## src/rtl/time_counter.sv

```systemverilog
// Real-time clock counter: HH:MM:SS in packed BCD, advanced by rising edges of a 1 Hz level,
// with a handshake-driven time load that is range-checked before it is applied.
module time_counter #(
  parameter int HOURS_24 = 1
) (
  input  logic       clk,
  input  logic       rst,
  input  logic       clk_div,
  input  logic       run,
  input  logic       set_valid,
  output logic       set_ready,
  input  logic [7:0] set_hh,
  input  logic [7:0] set_mm,
  input  logic [7:0] set_ss,
  input  logic       set_pm,
  output logic [7:0] hh,
  output logic [7:0] mm,
  output logic [7:0] ss,
  output logic       pm,
  output logic       sec_pulse,
  output logic       day_pulse,
  output logic       set_err
);

  typedef enum logic [1:0] {S_RUN, S_CHECK, S_APPLY} state_t;

  localparam logic [7:0] HH_RESET = (HOURS_24 != 0) ? 8'h00 : 8'h12;

  state_t     r_state, w_state_nxt;
  logic       r_clk_div_q;
  logic [7:0] r_hh, r_mm, r_ss;
  logic       r_pm, r_sec_pulse, r_day_pulse, r_set_err, r_set_ready;
  logic [7:0] r_cap_hh, r_cap_mm, r_cap_ss;
  logic       r_cap_pm;

  logic       w_tick, w_accept, w_do_inc, w_do_load, w_set_err_nxt, w_load_ok;
  logic [8:0] w_ss_inc, w_mm_inc;
  logic [7:0] w_hh_inc;
  logic       w_pm_inc, w_day;

  // {wrap, value}: one BCD step of a 00..59 field.
  function automatic logic [8:0] inc59(input logic [7:0] v);
    logic [8:0] r;
    r = {1'b0, v};
    if (v[3:0] == 4'd9) begin
      r[3:0] = 4'd0;
      if (v[7:4] == 4'd5) begin
        r[7:4] = 4'd0;
        r[8]   = 1'b1;
      end else begin
        r[7:4] = v[7:4] + 4'd1;
      end
    end else begin
      r[3:0] = v[3:0] + 4'd1;
    end
    return r;
  endfunction

  function automatic logic [7:0] inc_bcd(input logic [7:0] v);
    if (v[3:0] == 4'd9) return {v[7:4] + 4'd1, 4'd0};
    else                return {v[7:4], v[3:0] + 4'd1};
  endfunction

  assign w_tick = clk_div && !r_clk_div_q;

  always_comb begin
    w_ss_inc = inc59(r_ss);
    w_mm_inc = inc59(r_mm);
    w_hh_inc = inc_bcd(r_hh);
    w_pm_inc = r_pm;
    w_day    = 1'b0;
    if (HOURS_24 != 0) begin
      if (r_hh == 8'h23) begin
        w_hh_inc = 8'h00;
        w_day    = 1'b1;
      end
    end else if (r_hh == 8'h12) begin
      w_hh_inc = 8'h01;
    end else if (r_hh == 8'h11) begin
      w_hh_inc = 8'h12;
      w_pm_inc = !r_pm;
      w_day    = r_pm;
    end
  end

  always_comb begin
    w_load_ok = (r_cap_hh[3:0] <= 4'd9) && (r_cap_hh[7:4] <= 4'd9) &&
                (r_cap_mm[3:0] <= 4'd9) && (r_cap_mm[7:4] <= 4'd5) &&
                (r_cap_ss[3:0] <= 4'd9) && (r_cap_ss[7:4] <= 4'd5);
    if (HOURS_24 != 0) w_load_ok = w_load_ok && (r_cap_hh <= 8'h23);
    else               w_load_ok = w_load_ok && (r_cap_hh >= 8'h01) && (r_cap_hh <= 8'h12);
  end

  // NOTE: every signal driven here gets a default first so no path can infer a latch.
  always_comb begin
    w_state_nxt   = r_state;
    w_accept      = 1'b0;
    w_do_inc      = 1'b0;
    w_do_load     = 1'b0;
    w_set_err_nxt = 1'b0;
    case (r_state)
      S_RUN: begin
        if (set_valid && r_set_ready) begin
          w_accept    = 1'b1;
          w_state_nxt = S_CHECK;
        end else if (w_tick && run) begin
          w_do_inc = 1'b1;
        end
      end
      S_CHECK: begin
        if (w_load_ok) begin
          w_state_nxt = S_APPLY;
        end else begin
          w_state_nxt   = S_RUN;
          w_set_err_nxt = 1'b1;
        end
      end
      S_APPLY: begin
        w_do_load   = 1'b1;
        w_state_nxt = S_RUN;
      end
      default: w_state_nxt = S_RUN;
    endcase
  end

  always_ff @(posedge clk) begin
    if (rst) begin
      r_state     <= S_RUN;
      r_clk_div_q <= 1'b1;
      r_hh        <= HH_RESET;
      r_mm        <= 8'h00;
      r_ss        <= 8'h00;
      r_pm        <= 1'b0;
      r_sec_pulse <= 1'b0;
      r_day_pulse <= 1'b0;
      r_set_err   <= 1'b0;
      r_set_ready <= 1'b0;
    end else begin
      r_state     <= w_state_nxt;
      r_clk_div_q <= clk_div;
      r_sec_pulse <= w_do_inc;
      r_day_pulse <= w_do_inc && w_ss_inc[8] && w_mm_inc[8] && w_day;
      r_set_err   <= w_set_err_nxt;
      r_set_ready <= (w_state_nxt == S_RUN);
      if (w_do_load) begin
        r_hh <= r_cap_hh;
        r_mm <= r_cap_mm;
        r_ss <= r_cap_ss;
        r_pm <= (HOURS_24 == 0) && r_cap_pm;
      end else if (w_do_inc) begin
        r_ss <= w_ss_inc[7:0];
        if (w_ss_inc[8]) begin
          r_mm <= w_mm_inc[7:0];
          if (w_mm_inc[8]) begin
            r_hh <= w_hh_inc;
            r_pm <= w_pm_inc;
          end
        end
      end
    end
  end

  // NOTE: the capture registers carry no reset; they are only read in CHECK/APPLY after a fresh capture.
  always_ff @(posedge clk) begin
    if (w_accept) begin
      r_cap_hh <= set_hh;
      r_cap_mm <= set_mm;
      r_cap_ss <= set_ss;
      r_cap_pm <= set_pm;
    end
  end

  assign hh        = r_hh;
  assign mm        = r_mm;
  assign ss        = r_ss;
  assign pm        = r_pm;
  assign sec_pulse = r_sec_pulse;
  assign day_pulse = r_day_pulse;
  assign set_err   = r_set_err;
  assign set_ready = r_set_ready;

endmodule

```

## config.mk

```make
export PLATFORM = sky130hd
export DESIGN_NAME = time_counter
export DESIGN_NICKNAME = d
export VERILOG_FILES = /design/src/rtl/time_counter.sv
export SDC_FILE = /design/constraint.sdc
export NUM_CORES = 1
export LEC_CHECK = 0
export CAP_MARGIN = 10
export CORE_ASPECT_RATIO = 0.75
export CORE_MARGIN = 3
export CORE_UTILIZATION = 54
export DETAILED_ROUTE_END_ITERATION = 12
export GPL_ROUTABILITY_DRIVEN = 0
export GPL_TIMING_DRIVEN = 0
export PLACE_DENSITY = 0.9
export SLEW_MARGIN = 20
export SYNTH_ARGS = -nofsm -noshare
export SYNTH_HDL_FRONTEND = slang
export SYNTH_SLANG_ARGS = --single-unit
```

## constraint.sdc

```tcl
create_clock -name clk -period 4.65 [get_ports clk]
set_clock_uncertainty 0.1 [all_clocks]
set_input_delay 0.6975 -clock clk [delete_from_list [all_inputs] [get_ports clk]]
set_output_delay 0.6975 -clock clk [all_outputs]
set_load 0.02 [all_outputs]
```

After elaboration in Yosys (flattened, before gate mapping)
Cells that the tools add are included.
W data, S select, Z words.
{ "word_totals": {"word_cells": 94, "output_inout_bits": 29, "register_bits": 55, "inputBits": 30} }
{ "classes": {"bitwise_logic": 1, "n_reduce_logical": 27, "magnitude_cmp": 7, "muxes": 30, "n_addsub": 6, "eq_ne": 8} }
{ "op_table": {"columns": ["op", "count"], "rows": [
  ["$mux W8", 11],
  ["$add A4 B1 Y4 const B", 6],
  ["$le A4 B4 Y1 const B", 4],
  ["$mux W4", 4],
  ["$eq A4 B4 Y1 const B", 3],
  ["$logic_and A1 B1 Y1", 12],
  ["$mux W1", 10],
  ["$mux W5", 2],
  ["$reduce_bool A2 Y1", 5],
  ["$eq A4 B3 Y1 const B", 2],
  ["$eq A8 B6 Y1 const B", 1],
  ["$le A4 B3 Y1 const B", 2],
  ["$le A8 B6 Y1 const B", 1],
  ["$reduce_and A3 Y1", 2],
  ["$logic_not A2 Y1", 2],
  ["$mux W2", 2],
  ["$pmux W2 S2", 1],
  ["$reduce_and A2 Y1", 2],
  ["$reduce_and A4 Y1", 1],
  ["$reduce_bool A3 Y1", 1],
  ["$eq A2 B1 Y1 const B", 1],
  ["$eq A2 B2 Y1 const B", 1],
  ["$reduce_or A2 Y1", 1],
  ["$logic_not A1 Y1", 1],
  ["$not A1 Y1", 1]
]} }

Logic depth before layout (Yosys ltp)
Gate-level depths: netlist of run 1.
{ "logic_depth": {"depth_word": 10, "depth_mapped": 8, "depth_no_buf": 7} }

Worst setup path after synthesis of run 1
OpenSTA, ideal clock, no wires.
{ "synth_path": {"path_type": "input to register", "start": "input set_valid", "end": "register r_cap_hh[0], enable pin", "setup_time_ns": 0.437, "required_ns": 4.113, "path_buffers": 0, "path_slack_ns": 1.627, "arrival_ns": 2.485, "path_stages": 2, "cell_sequence": "nand2_1 > nor3_1"} }
{ "synth_via": {"elab_chain_cells": 3} }
{ "synth_lines": {"columns": ["item", "line", "text"], "rows": [
  ["from (decl)", "10", "input logic set_valid,"],
  ["$logic_and A1 B1 Y1", "103", "if (set_valid && r_set_ready) begin"],
  ["$mux W1", "103", null],
  ["$mux W1", "101", "case (r_state)"],
  ["net w_accept", "36", "logic w_tick, w_accept, w_do_inc, w_do_load, w_set_err_nxt, w_load_ok;"],
  ["to (signal assigned)", "166", "r_cap_hh <= set_hh;"],
  ["to (decl)", "33", "logic [7:0] r_cap_hh, r_cap_mm, r_cap_ss;"]
]} }
The timed path passes the listed nets, and every way through them passes these cells.
A chain may end at the register's enable or synchronous reset.

Worst setup path after layout of run 1
{ "layout_path": {"start": "input set_valid", "end": "register r_hh[2], in the netlist hh[2]"} }
{ "layout_via": {"elab_chain_cells": 5} }
{ "layout_lines": {"columns": ["item", "line", "text"], "rows": [
  ["$logic_and A1 B1 Y1", "103", null],
  ["$mux W1", "103", null],
  ["$mux W1", "101", null],
  ["$reduce_bool A2 Y1 (no source line)", null, null],
  ["$reduce_and A3 Y1 (no source line)", null, null],
  ["to (signal assigned)", "146", "r_hh <= r_cap_hh;"],
  ["to (signal assigned)", "155", "r_hh <= w_hh_inc;"],
  ["to (decl)", "31", "logic [7:0] r_hh, r_mm, r_ss;"]
]} }
No other way between the ends.

==> results of run 1 <==
-- flip-flops by register name, summed over array words and instances, names as in the netlist --
register,cells
sec_pulse,1
day_pulse,1
set_ready,1
hh,8
mm,8
r_clk_div_q,1
r_state,2
set_err,1
ss,8
r_cap_ss,8
r_cap_hh,8
r_cap_mm,8
-- layout by cell type, fill, tap and decap left out, types with 4 or more instances in the layout --
cell,count
clkdlybuf4s50_1,56
dfxtp_1,31
nor2_1,27
edfxtp_1,24
nand3_1,12
a211oi_1,12
nand2_1,10
o21ai_0,9
inv_1,8
clkbuf_8,8
ha_1,8
clkbuf_1,6
xor2_1,6
nand2b_1,5
nor3_1,5
nor2b_1,5
a31oi_1,5
nand4_1,4
a311oi_1,4
-- cells by family (layout without fill, tap and decap cells) --
group	Yosys count	count (layout)
AND/OR/NAND/NOR	96	96
flip-flops	55	55
AO/OA/AOI/OAI	47	47
buffers and inverters	20	86
adder cells (fa/ha/maj)	8	8
XOR/XNOR	8	8
multiplexers	4	4
other	1	1
-- per-stage QoR --
stage	total power (W)	utilization	hold slack (ps)
after floorplan	0.000551	-	377
after global placement	0.000584	0.707	401
after detailed placement	0.000587	0.712	414
after CTS	0.000850	0.732	426
after global routing	0.000874	0.732	479
final	0.000845	0.732	420
-- how the worst max path moves through the flow --
stage	startpoint	slack [ps]	cells past startpoint	endpoint
global placement	set_valid	430	3	r_cap_ss[3]$_DFFE_PP_
finish	set_valid	2090	6	hh[2]$_SDFFE_PP0P_
detailed placement	set_valid	1770	6	hh[0]$_SDFFE_PP0P_
CTS	set_valid	2090	6	hh[2]$_SDFFE_PP0P_
global route	set_valid	2000	6	hh[0]$_SDFFE_PP0P_
floorplan	set_valid	1630	2	r_cap_hh[0]$_DFFE_PP_
-- routing by layer --
layer  GRT usage  wire length [um]  vias to the layer above
met5           0                 0                        -
met4      0.0850                85                        0
met3      0.0560               589                       11
met2       0.366              2950                      115
met1       0.297              2600                     1028
li1            -                 -                     1014
-- cell type report --
cell class,instances,share of cell area
sequential,55,0.403
inverter,8,0.00902
clock inverter,1,0.00150
multi-input combinational,164,0.336
clock buffer,7,0.0259
tap,57,0.0214
buffer,12,0.0289
timing repair buffer,58,0.174
-- worst reg2reg max path, cell delays in order (launching register included) --
cell	delay [ps]
dfxtp_1	440
ha_1	190
and3b_1	150
clkbuf_1	310
nand4_1	380
or3_1	470
a31oi_1	160
-- where the power goes --
group,internal [W],switching (W),leakage (nW)
sequential,0.000517,0.00000698,0.473
clock,0.000120,0.000148,0.0482
combinational,0.0000310,0.0000217,0.638
total,0.000668,0.000177,1.16
==> run metrics, run 1 <==
run status=finished clean; largest fanout of any net on the critical path=7; Chip Width=85.9 um; cell accounting for the most synthesized area=edfxtp_1; number of buffers inserted by post-CTS setup repair=0; area used by multi-input combinational logic=1120 um^2; cts hold-fix bufs=0; CTS buffer count=5; Pwr per Cell Area=254 nW/um^2; clock sink count=55; count of different cell masters after synthesis=56; kind of path behind the tightest hold check=flip-flop to flip-flop; area fraction in compound gates after synthesis=0.135; number of maximum-capacitance violations=0; Max stage delay cell, worst path=clkdlybuf4s50_1; Crit path arrival time=2710 ps; ANT cells=0; slew at the pin closest to its max-slew limit=590 ps; detailed-routing iteration count for the pre-antenna-repair pass=4; fraction of synthesized cell area in xor and xnor cells=0.0271; fraction of the cycle the final worst path needs=0.552; portion of the post-synthesis area used by sequential elements=0.519; number of enable-type register cells in the synthesized netlist=24; number of synthesized register bits=55; fraction of registers with async set/reset=0; Post-DRT Antenna Nets=0; post-CTS sizing=0; most numerous cell in the Yosys netlist=dfxtp_1; number of buffers inserted by port buffering=56; clock buffer depth=2; maximum operating frequency=0.390 GHz; overall die area=5660 um^2; Worst Path Class, Setup=input port to flip-flop; share of synthesized area spent on multiplexers=0.0160; Worst Hold Endpoint=hh[0]$_SDFFE_PP0P_; clock root cell=clkbuf_8; placeable core region=4550 um^2; CP required=4790 ps; Syn. warnings=0; Total Negative Setup Slacks=0 ps; leakage component of the power=1.16 nW; TritonCTS clock tree=yes; max-slew violation count=0; proportion of layout cells with a drive suffix above 1=0.105; most instantiated cells after synthesis=dfxtp_1, nor2_1, edfxtp_1; first-pass GRT wire length=9.88 mm; worst reg2reg setup slack=2400 ps; clock-pin slew reported for the worst setup and hold paths after clock tree synthesis=90 ps; Hold Startpoint=r_cap_hh[0]$_DFFE_PP_; most common flop cell mapped by yosys=dfxtp_1; IR drop worst, VDD=0.228 mV; filler cell count in the final layout=339; total routing resource utilization after global routing=0.227; min setup slack post-route=2090 ps; endpoint class of the critical path=flip-flop; CP max stage delay=470 ps; number of antenna violations at the first check in global routing=0; DRC violation total after the first TritonRoute iteration=156; endpoint of the worst-slack reg-to-reg timing path=hh[2]$_SDFFE_PP0P_; main combinational cell family by area after synthesis=simple AND/OR/NAND/NOR gates; net count after synthesis=277; # setup viols final=0; Mapped Cells=239; Final Hold Violating Endpoints=0; reg2reg start=ss[4]$_SDFFE_PP0P_; Max transition margin=0.607; Area contributors post-synth=edfxtp_1, dfxtp_1, nor2_1, ha_1, a211oi_1; area growth from synthesis to layout=28.9%; Finished Cell Area=3330 um^2; clk_lat worst skew=310 ps; per-instance average area after synthesis=10.8 um^2; number of instances in the placed design=354; sequence of cells on the critical path=clkdlybuf4s50_1, a211oi_4, and3_4, nand4_1, or3_1, a31oi_1; wire length per cell=17.2 um; final critical-path required period=2560 ps; global route total overflow=0; number of cells on the worst hold path=2; Detailed Route WL=6.22 mm; worst path buffer plus inverter count=1; Finished Layout Cells=362; total number of nets in the final design=342; top cell type's share of synthesized area=0.279; kind of start point of the critical path=input port; largest net degree at the start of global routing=17; vias in the first global route=2083; via count=2168; Vias/cell=5.99; netlist area before placement=2580 um^2; estimated wirelength of the detail-placed design=4.53 mm; setup repair after global routing missed its margin=false; flip-flop and latch area=1340 um^2; # IOs=59; placed cell area=3240 um^2; effective utilization at floorplan=0.568; htree depth=2; synthesized-area fraction occupied by and/or/nand/nor cells=0.213; number of design rule violations left after detail routing=0; y dimension of the die=65.9 um; kind of cell with the highest combined delay on the critical path=simple AND/OR/NAND/NOR gates; Worst Reg2Reg Path Length in Cells=6; arithmetic-cell share of the synthesized area counting full adders, half adders and majority gates=0.0388; floorplan row count=21; pre-CTS setup slack=1770 ps
No activity file was read; power rests on OpenSTA's default activity.
==> inputs of run 2 (changes only) <==
Settings changed: CORE_UTILIZATION 54 to 45, PLACE_DENSITY 0.9 to 0.81.
Clock period 4.65 ns to 2.27 ns, I/O delays scaled along.
==> run metrics, run 2 (synthesis results as in run 1) <==
clock root cell=clkbuf_8; placeable core region=5440 um^2; effective utilization at floorplan=0.475; CP required=2410 ps; number of design rule violations left after detail routing=0; Final Hold Violating Endpoints=0; wire length per cell=16.3 um; TritonCTS clock tree=yes; kind of start point of the critical path=input port; clk_lat worst skew=310 ps; number of buffers inserted by port buffering=56; clock buffer depth=2; area used by multi-input combinational logic=1150 um^2; leakage component of the power=1.16 nW; fraction of the cycle the final worst path needs=0.967; Worst Path Class, Setup=input port to flip-flop; floorplan row count=23; area growth from synthesis to layout=31.2%; number of antenna violations at the first check in global routing=0; filler cell count in the final layout=437; run status=finished clean; Total Negative Setup Slacks=0 ps; commonest non-fill, non-tap cell in the layout=clkdlybuf4s50_1; total number of nets in the final design=344; Max transition margin=0.561; detailed-routing iteration count for the pre-antenna-repair pass=4; Pwr per Cell Area=503 nW/um^2; Post-DRT Antenna Nets=0; maximum operating frequency=0.456 GHz; clock-pin slew reported for the worst setup and hold paths after clock tree synthesis=90 ps; largest fanout of any net on the critical path=10; via count=2111; clock sink count=55; htree depth=2; number of maximum-capacitance violations=0; vias in the first global route=1938; DRC violation total after the first TritonRoute iteration=143; max-slew violation count=0; cts hold-fix bufs=0; slew at the pin closest to its max-slew limit=657 ps; Detailed Route WL=6.22 mm; IR drop worst, VDD=0.254 mV; kind of path behind the tightest hold check=flip-flop to flip-flop; Vias/cell=5.53; proportion of layout cells with a drive suffix above 1=0.114; Crit path arrival time=2340 ps; post-layout utilization of the core=0.623; endpoint class of the critical path=flip-flop; estimated wirelength of the detail-placed design=4.52 mm; overall die area=6690 um^2; CTS buffer count=5; # setup viols final=0; final critical-path required period=2200 ps; ANT cells=0; flip-flop and latch area=1340 um^2; Chip Width=93.5 um; largest net degree at the start of global routing=16; most frequent cells in the layout=clkdlybuf4s50_1, dfxtp_1, nor2_1; first-pass GRT wire length=9.71 mm; y dimension of the die=71.6 um; # IOs=59; total routing resource utilization after global routing=0.187; global route total overflow=0
==> run 2: area by class of cell <==
class / count / area share
buffer: 12 / 0.0284
clock buffer: 6 / 0.0214
clock inverter: 2 / 0.00221
inverter: 8 / 0.00886
multi-input combinational: 164 / 0.339
sequential: 55 / 0.396
tap: 75 / 0.0277
timing repair buffer: 60 / 0.176
==> run 2: final timing paths <==
check / cells after the start / slack (ps) / start / endpoint
max: 7 / 70 / set_valid / mm[7]$_SDFFE_PP0P_
min: 2 / 430 / mm[7]$_SDFFE_PP0P_ / mm[7]$_SDFFE_PP0P_
max reg2reg: 7 / 120 / hh[4]$_SDFFE_PP0P_ / hh[4]$_SDFFE_PP0P_
min reg2reg: 2 / 430 / mm[7]$_SDFFE_PP0P_ / mm[7]$_SDFFE_PP0P_
==> run 2: what timing repair did <==
item                                    in CTS  in global routing
setup buffers                                0                  3
endpoints found under the setup margin       0                  5
resized for setup                            0                  5
==> run 2: metrics by stage <==
step                instances  hold WS (ps)  worst slack [ps]  power, W  instance area, um^2
finish                    382           428              74.7   0.00170                 3390
CTS                       379           430              73.3   0.00171                 3340
detailed placement        371           414              -234   0.00120                 3260
global route              382           453             -29.1   0.00177                 3390
global placement          370           402              -617   0.00120                 3240
floorplan                 239           339               157   0.00113                 2590
==> run 2: layer usage <==
metal / vias to the layer above / global-route usage / wire, um
met4: 0 / 0.0537 / 86
met3: 9 / 0.0504 / 600
met5: - / 0 / 0
met1: 984 / 0.267 / 2820
met2: 98 / 0.281 / 2710
li1: 1020 / - / -
==> run 2: power by group <==
group	total (W)	switching, W	internal [W]
logic	0.000107	0.0000441	0.0000634
registers	0.00107	0.0000152	0.00106
clock network	0.000523	0.000311	0.000212
==> run 2: worst max-delay path: stages <==
cell,delay [ps]
clkdlybuf4s50_1,460
a211oi_4,350
and3_4,280
buf_8,150
nand3_4,80
or4_1,490
a31oi_1,170
